===== src/rtl/ahb_arbiter.sv =====
// Round-robin AHB-Lite arbiter: grants one master at a time, never breaks a
// fixed-length burst or a locked sequence, and drives the address/data-phase owner indices.
module ahb_arbiter #(
  parameter int unsigned NUM_MASTER = 4,
  parameter int unsigned MASTER_W   = 2,
  parameter int unsigned DEF_MASTER = 0
) (
  input  logic                  hclk,
  input  logic                  hreset,
  input  logic [NUM_MASTER-1:0] hbusreq_i,
  input  logic [NUM_MASTER-1:0] hlock_i,
  input  logic [1:0]            htrans_i,
  input  logic [2:0]            hburst_i,
  input  logic                  hready_i,
  output logic [NUM_MASTER-1:0] hgrant_o,
  output logic [MASTER_W-1:0]   hmaster_o,
  output logic [MASTER_W-1:0]   hmaster_data_o,
  output logic                  hmastlock_o
);

  localparam int unsigned BEAT_W = 5;

  localparam logic [1:0] HTRANS_IDLE   = 2'b00;
  localparam logic [1:0] HTRANS_BUSY   = 2'b01;
  localparam logic [1:0] HTRANS_NONSEQ = 2'b10;
  localparam logic [1:0] HTRANS_SEQ    = 2'b11;

  localparam logic [MASTER_W-1:0] DEF_IDX = MASTER_W'(DEF_MASTER);

  logic [BEAT_W-1:0]   beats_left;
  logic [BEAT_W-1:0]   beats_next;
  logic [MASTER_W-1:0] grant_idx;
  logic [MASTER_W-1:0] grant_next;
  logic [MASTER_W-1:0] last_winner;
  logic [MASTER_W-1:0] last_next;
  logic [MASTER_W-1:0] cand;
  logic [MASTER_W-1:0] winner_idx;
  logic                winner_found;
  logic                arb_allowed;

  // Remaining beats of the current fixed-length burst after this edge.
  always_comb begin
    beats_next = beats_left;
    if (hready_i) begin
      unique case (htrans_i)
        HTRANS_NONSEQ: begin
          unique case (hburst_i)
            3'b010, 3'b011: beats_next = BEAT_W'(3);
            3'b100, 3'b101: beats_next = BEAT_W'(7);
            3'b110, 3'b111: beats_next = BEAT_W'(15);
            default:        beats_next = '0;
          endcase
        end
        HTRANS_SEQ:  beats_next = (beats_left == '0) ? '0 : beats_left - BEAT_W'(1);
        HTRANS_IDLE: beats_next = '0;
        HTRANS_BUSY: beats_next = beats_left;
        default:     beats_next = beats_left;
      endcase
    end
  end

  assign arb_allowed = hready_i && (beats_next == '0) && !hlock_i[grant_idx] &&
                       (htrans_i != HTRANS_BUSY);

  // Round-robin search starting just after the last winner.
  always_comb begin
    cand         = '0;
    winner_found = 1'b0;
    winner_idx   = DEF_IDX;
    for (int unsigned i = 1; i <= NUM_MASTER; i++) begin
      cand = MASTER_W'((32'(last_winner) + i) % NUM_MASTER);
      if (!winner_found && hbusreq_i[cand]) begin
        winner_found = 1'b1;
        winner_idx   = cand;
      end
    end
  end

  always_comb begin
    grant_next = grant_idx;
    last_next  = last_winner;
    if (arb_allowed) begin
      grant_next = winner_found ? winner_idx : DEF_IDX;
      last_next  = winner_found ? winner_idx : last_winner;
    end
  end

  always_ff @(posedge hclk or posedge hreset) begin
    if (hreset) begin
      beats_left     <= '0;
      grant_idx      <= DEF_IDX;
      last_winner    <= DEF_IDX;
      hgrant_o       <= NUM_MASTER'(1) << DEF_IDX;
      hmaster_o      <= DEF_IDX;
      hmaster_data_o <= DEF_IDX;
      hmastlock_o    <= 1'b0;
    end else begin
      beats_left  <= beats_next;
      grant_idx   <= grant_next;
      last_winner <= last_next;
      hgrant_o    <= NUM_MASTER'(1) << grant_next;
      // Pipeline handover: grant -> address phase -> data phase.
      if (hready_i) begin
        hmaster_o      <= grant_idx;
        hmaster_data_o <= hmaster_o;
        hmastlock_o    <= hlock_i[hmaster_o];
      end
    end
  end

endmodule


===== config.mk =====
export PLATFORM = sky130hd
export DESIGN_NAME = ahb_arbiter
export DESIGN_NICKNAME = d
export VERILOG_FILES = /design/src/rtl/ahb_arbiter.sv
export SDC_FILE = /design/constraint.sdc
export NUM_CORES = 1
export LEC_CHECK = 0
export BUFFER_PORTS_ARGS = -buffer_cell sky130_fd_sc_hd__buf_2
export CAP_MARGIN = 30
export CORE_MARGIN = 10
export CORE_UTILIZATION = 40
export DETAILED_ROUTE_END_ITERATION = 10
export GPL_TIMING_DRIVEN = 0
export PLACE_DENSITY = 0.71
export SLEW_MARGIN = 20
export SYNTH_ARGS = -nofsm -noshare
export SYNTH_HDL_FRONTEND = slang
export SYNTH_SLANG_ARGS = --single-unit

===== constraint.sdc =====
create_clock -name hclk -period 7.1 [get_ports hclk]
set_clock_uncertainty 0.15 [all_clocks]
set_input_delay 1.065 -clock hclk [delete_from_list [all_inputs] [get_ports hclk]]
set_output_delay 1.065 -clock hclk [all_outputs]
set_load 0.005 [all_outputs]

==> impl_metrics.yaml <==
grt:
  grt.overflow.total: 0
  gr-usage-all-layers_pct: 9.725
  grt_pass1_vias: 978
  antenna_found_initial: 0
  grt_pass1_wl_mm: 4.298
  grt_max_degree: 19
final_layout:
  area_growth_pct: 16.14
  multi_input_area_um2: 620.6
  finalNetCount: 152
  final_cell_mix: "buf_2, dfrtp_1, nor2_1, inv_1"
  final_common_cell: "buf_2"
  post-route-util_pct: 47.83
  antenna_cells: 0
  drive_gt1_share_pct: 32.09
  ff_latch_area_um2: 451.7
  nFillCells: 271
power_and_ir_drop:
  vdd_drop_max_v: 0.0002734
  power.density_nw_per_um2: 325.3
  p_leak_nw: 0.5826
logic_synthesis:
  yosys.area.top_type_share_pct: 38.12
  synth-edff-count: 0
  yosysWarnings: 0
  synth_nets: 126
  netlist_area_um2: 1116
  async_flop_share_pct: 100.0
  ys_seq_area_share_pct: 40.47
  synth_area_leaders: "dfrtp_1, mux2_2, mux2_4"
  syn_inst: 109
  synth.largest_area_cell: "dfrtp_1"
  synth-seq-cells: 18
  synth_cell_types: 39
  ys.flop_type: "dfrtp_1"
  post_synth.cell_area_avg_um2: 10.24
flow_run:
  drv_cap: 0
die:
  initial_core_util_pct: 41.18
  dieArea_um2: 5303
  core-area_um2: 2710
  die_h_um: 72.82
  num_rows: 19
  die_w_um: 72.82
  ios: 25
placement:
  io_buffers: 21
  hpwl_mm: 1.982
  place.gp.congestion: 0.8838
timing:
  setup_viol: 0
  maxSlewHeadroom_pct: 56.54
  fin_crit_ns: 3.067
  worstMarginPinSlew_ns: 0.6512
  rsz0062_at_grt: "false"
  clock.fmax_mhz: 326.0
  finalHoldViolCount: 0
  finalSetupTns_ns: 0
  slew_violations: 0
  post-route-period-util_pct: 43.20
cts:
  cts_made_buffers: 3
  ctsResizeCount: 0
  cts-htree-levels: 1
  cts_hold_buffers: 0
  clockRootBuffer: "clkbuf_4"
  clockBufferDepth: 2
  tritoncts: "done"
  clk_latency_ns: 0.29
  path_clk_slew_ns: 0.09
  post_cts_buffers: 0
  cts.sinks: 18
routing:
  drc: 0
  vias: 950
  ant_nets: 0
  routedWlPerCell_um: 15.25
  detail_route.iter0.violations: 111
  routed_wl_mm: 2.517
  vias_per_cell: 5.758
  drtPass1Iterations: 4
worst_setup_path:
  critical_path_arrival_ns: 3.10
  cp-endpoint: "grant_idx[0]"
  crit_path_end_kind: "flip-flop"
  path_max_fanout: 10
  slowest_stage: "or4_4"
  cp-start-kind: "primary input"
  rr_worst_depth: 7
  path_depth: 6
  criticalPathCategory: "primary input to flip-flop"
  r2r_end: "grant_idx[0]"
  cp_slowest_stage_delay_ns: 0.58
  crit_family: "simple AND/OR/NAND/NOR gates"
  critPathLaunch: "hready_i"
  worstPathRequired_ns: 7.13
  critPathBufInv: 2
  reg2reg_from: "beats_left[0]"
  reg2reg_slack_ns: 4.43
  crit_chain: "buf_2, buf_1, o221ai_1, or4_4, nor3_4, mux2_4"
worst_hold_path:
  hp-class: "flip-flop to flip-flop"
  hp-start: "hmaster_data_o[0]"
run_status:
  status: "complete, no violations"
## state kept, by name, indices dropped and copies added (netlist names)
| register | count |
|---|---|
| beats_left | 5 |
| grant_idx | 2 |
| hgrant_o | 4 |
| hmaster_data_o | 2 |
| hmaster_o | 2 |
| hmastlock_o | 1 |
| last_winner | 2 |
## report_power, final
| group | switching [mW] | internal (mW) |
|---|---|---|
| sequential | 0.0364 | 0.144 |
| clock | 0.0294 | 0.0312 |
| combinational | 0.0795 | 0.101 |
## routing by layer
| layer | track usage, % | wire length [um] |
|---|---|---|
| met1 | 10.61 | 1055 |
| met4 | 2.743 | 18 |
| met5 | 0 | 0 |
| met3 | 3.946 | 150 |
| met2 | 16.86 | 1292 |
## through the flow
stage / power (mW) / cells / hold WS (ns) / setup WS [ns] / area (um2)
5_1_grt: 0.4575 / 165 / 0.3929 / 3.931 / 1296
3_5_place_dp: 0.3654 / 161 / 0.3413 / 3.723 / 1260
6_report: 0.4217 / 165 / 0.3592 / 4.033 / 1296
4_1_cts: 0.4276 / 165 / 0.3639 / 4.028 / 1296
3_3_place_gp: 0.3566 / 161 / 0.3361 / 3.747 / 1260
2_1_floorplan: 0.3036 / 109 / 0.3555 / 4.106 / 1116
## area by class of cell
type,count,area share (%)
inverter,7,2.027
timing repair buffer,21,8.108
buffer,4,1.351
tap,31,2.992
clock buffer,4,2.799
multi-input combinational,80,47.88
sequential,18,34.85
## cells by family (layout without fill, tap and decap cells)
family	after synthesis	after routing	share of synthesized area, %
simple gates	34	34	17.83
compound gates	32	32	20.85
flops	18	18	40.47
mux	13	13	15.81
buf+inv	11	36	3.924
fa+ha+maj	1	1	1.121
## worst register-to-register path: stages, from the launching register on
cell      delay, ns
dfrtp_1        0.46
inv_1          0.10
ha_1           0.21
nor4b_2        0.37
a211oi_1       0.10
or4_4          0.46
nor3_4         0.39
mux2_4         0.34
## cell usage after synthesis, drive strengths merged, types with 2 or more instances
master  instances
dfrtp          17
nor2            9
mux2            8
inv             7
nand2           6
nand2b          6
a21oi           5
o21ai           5
a21boi          3
a22o            3
buf             3
mux2i           3
nor2b           3
o31ai           3
a211oi          2
mux4            2
nor3            2
o221ai          2
o22ai           2
or2             2
or4             2
## how the worst min path moves through the flow
stage | to | slack [ns] | cells after the start
global placement | hmastlock_o | 0.34 | 1
floorplan | hmaster_data_o[0] | 0.36 | 1
CTS | hmaster_data_o[0] | 0.36 | 1
global route | hmaster_data_o[1] | 0.39 | 1
finish | hmaster_data_o[0] | 0.36 | 1
detailed placement | hmaster_data_o[0] | 0.34 | 1
No activity file was read; power rests on OpenSTA's default activity.
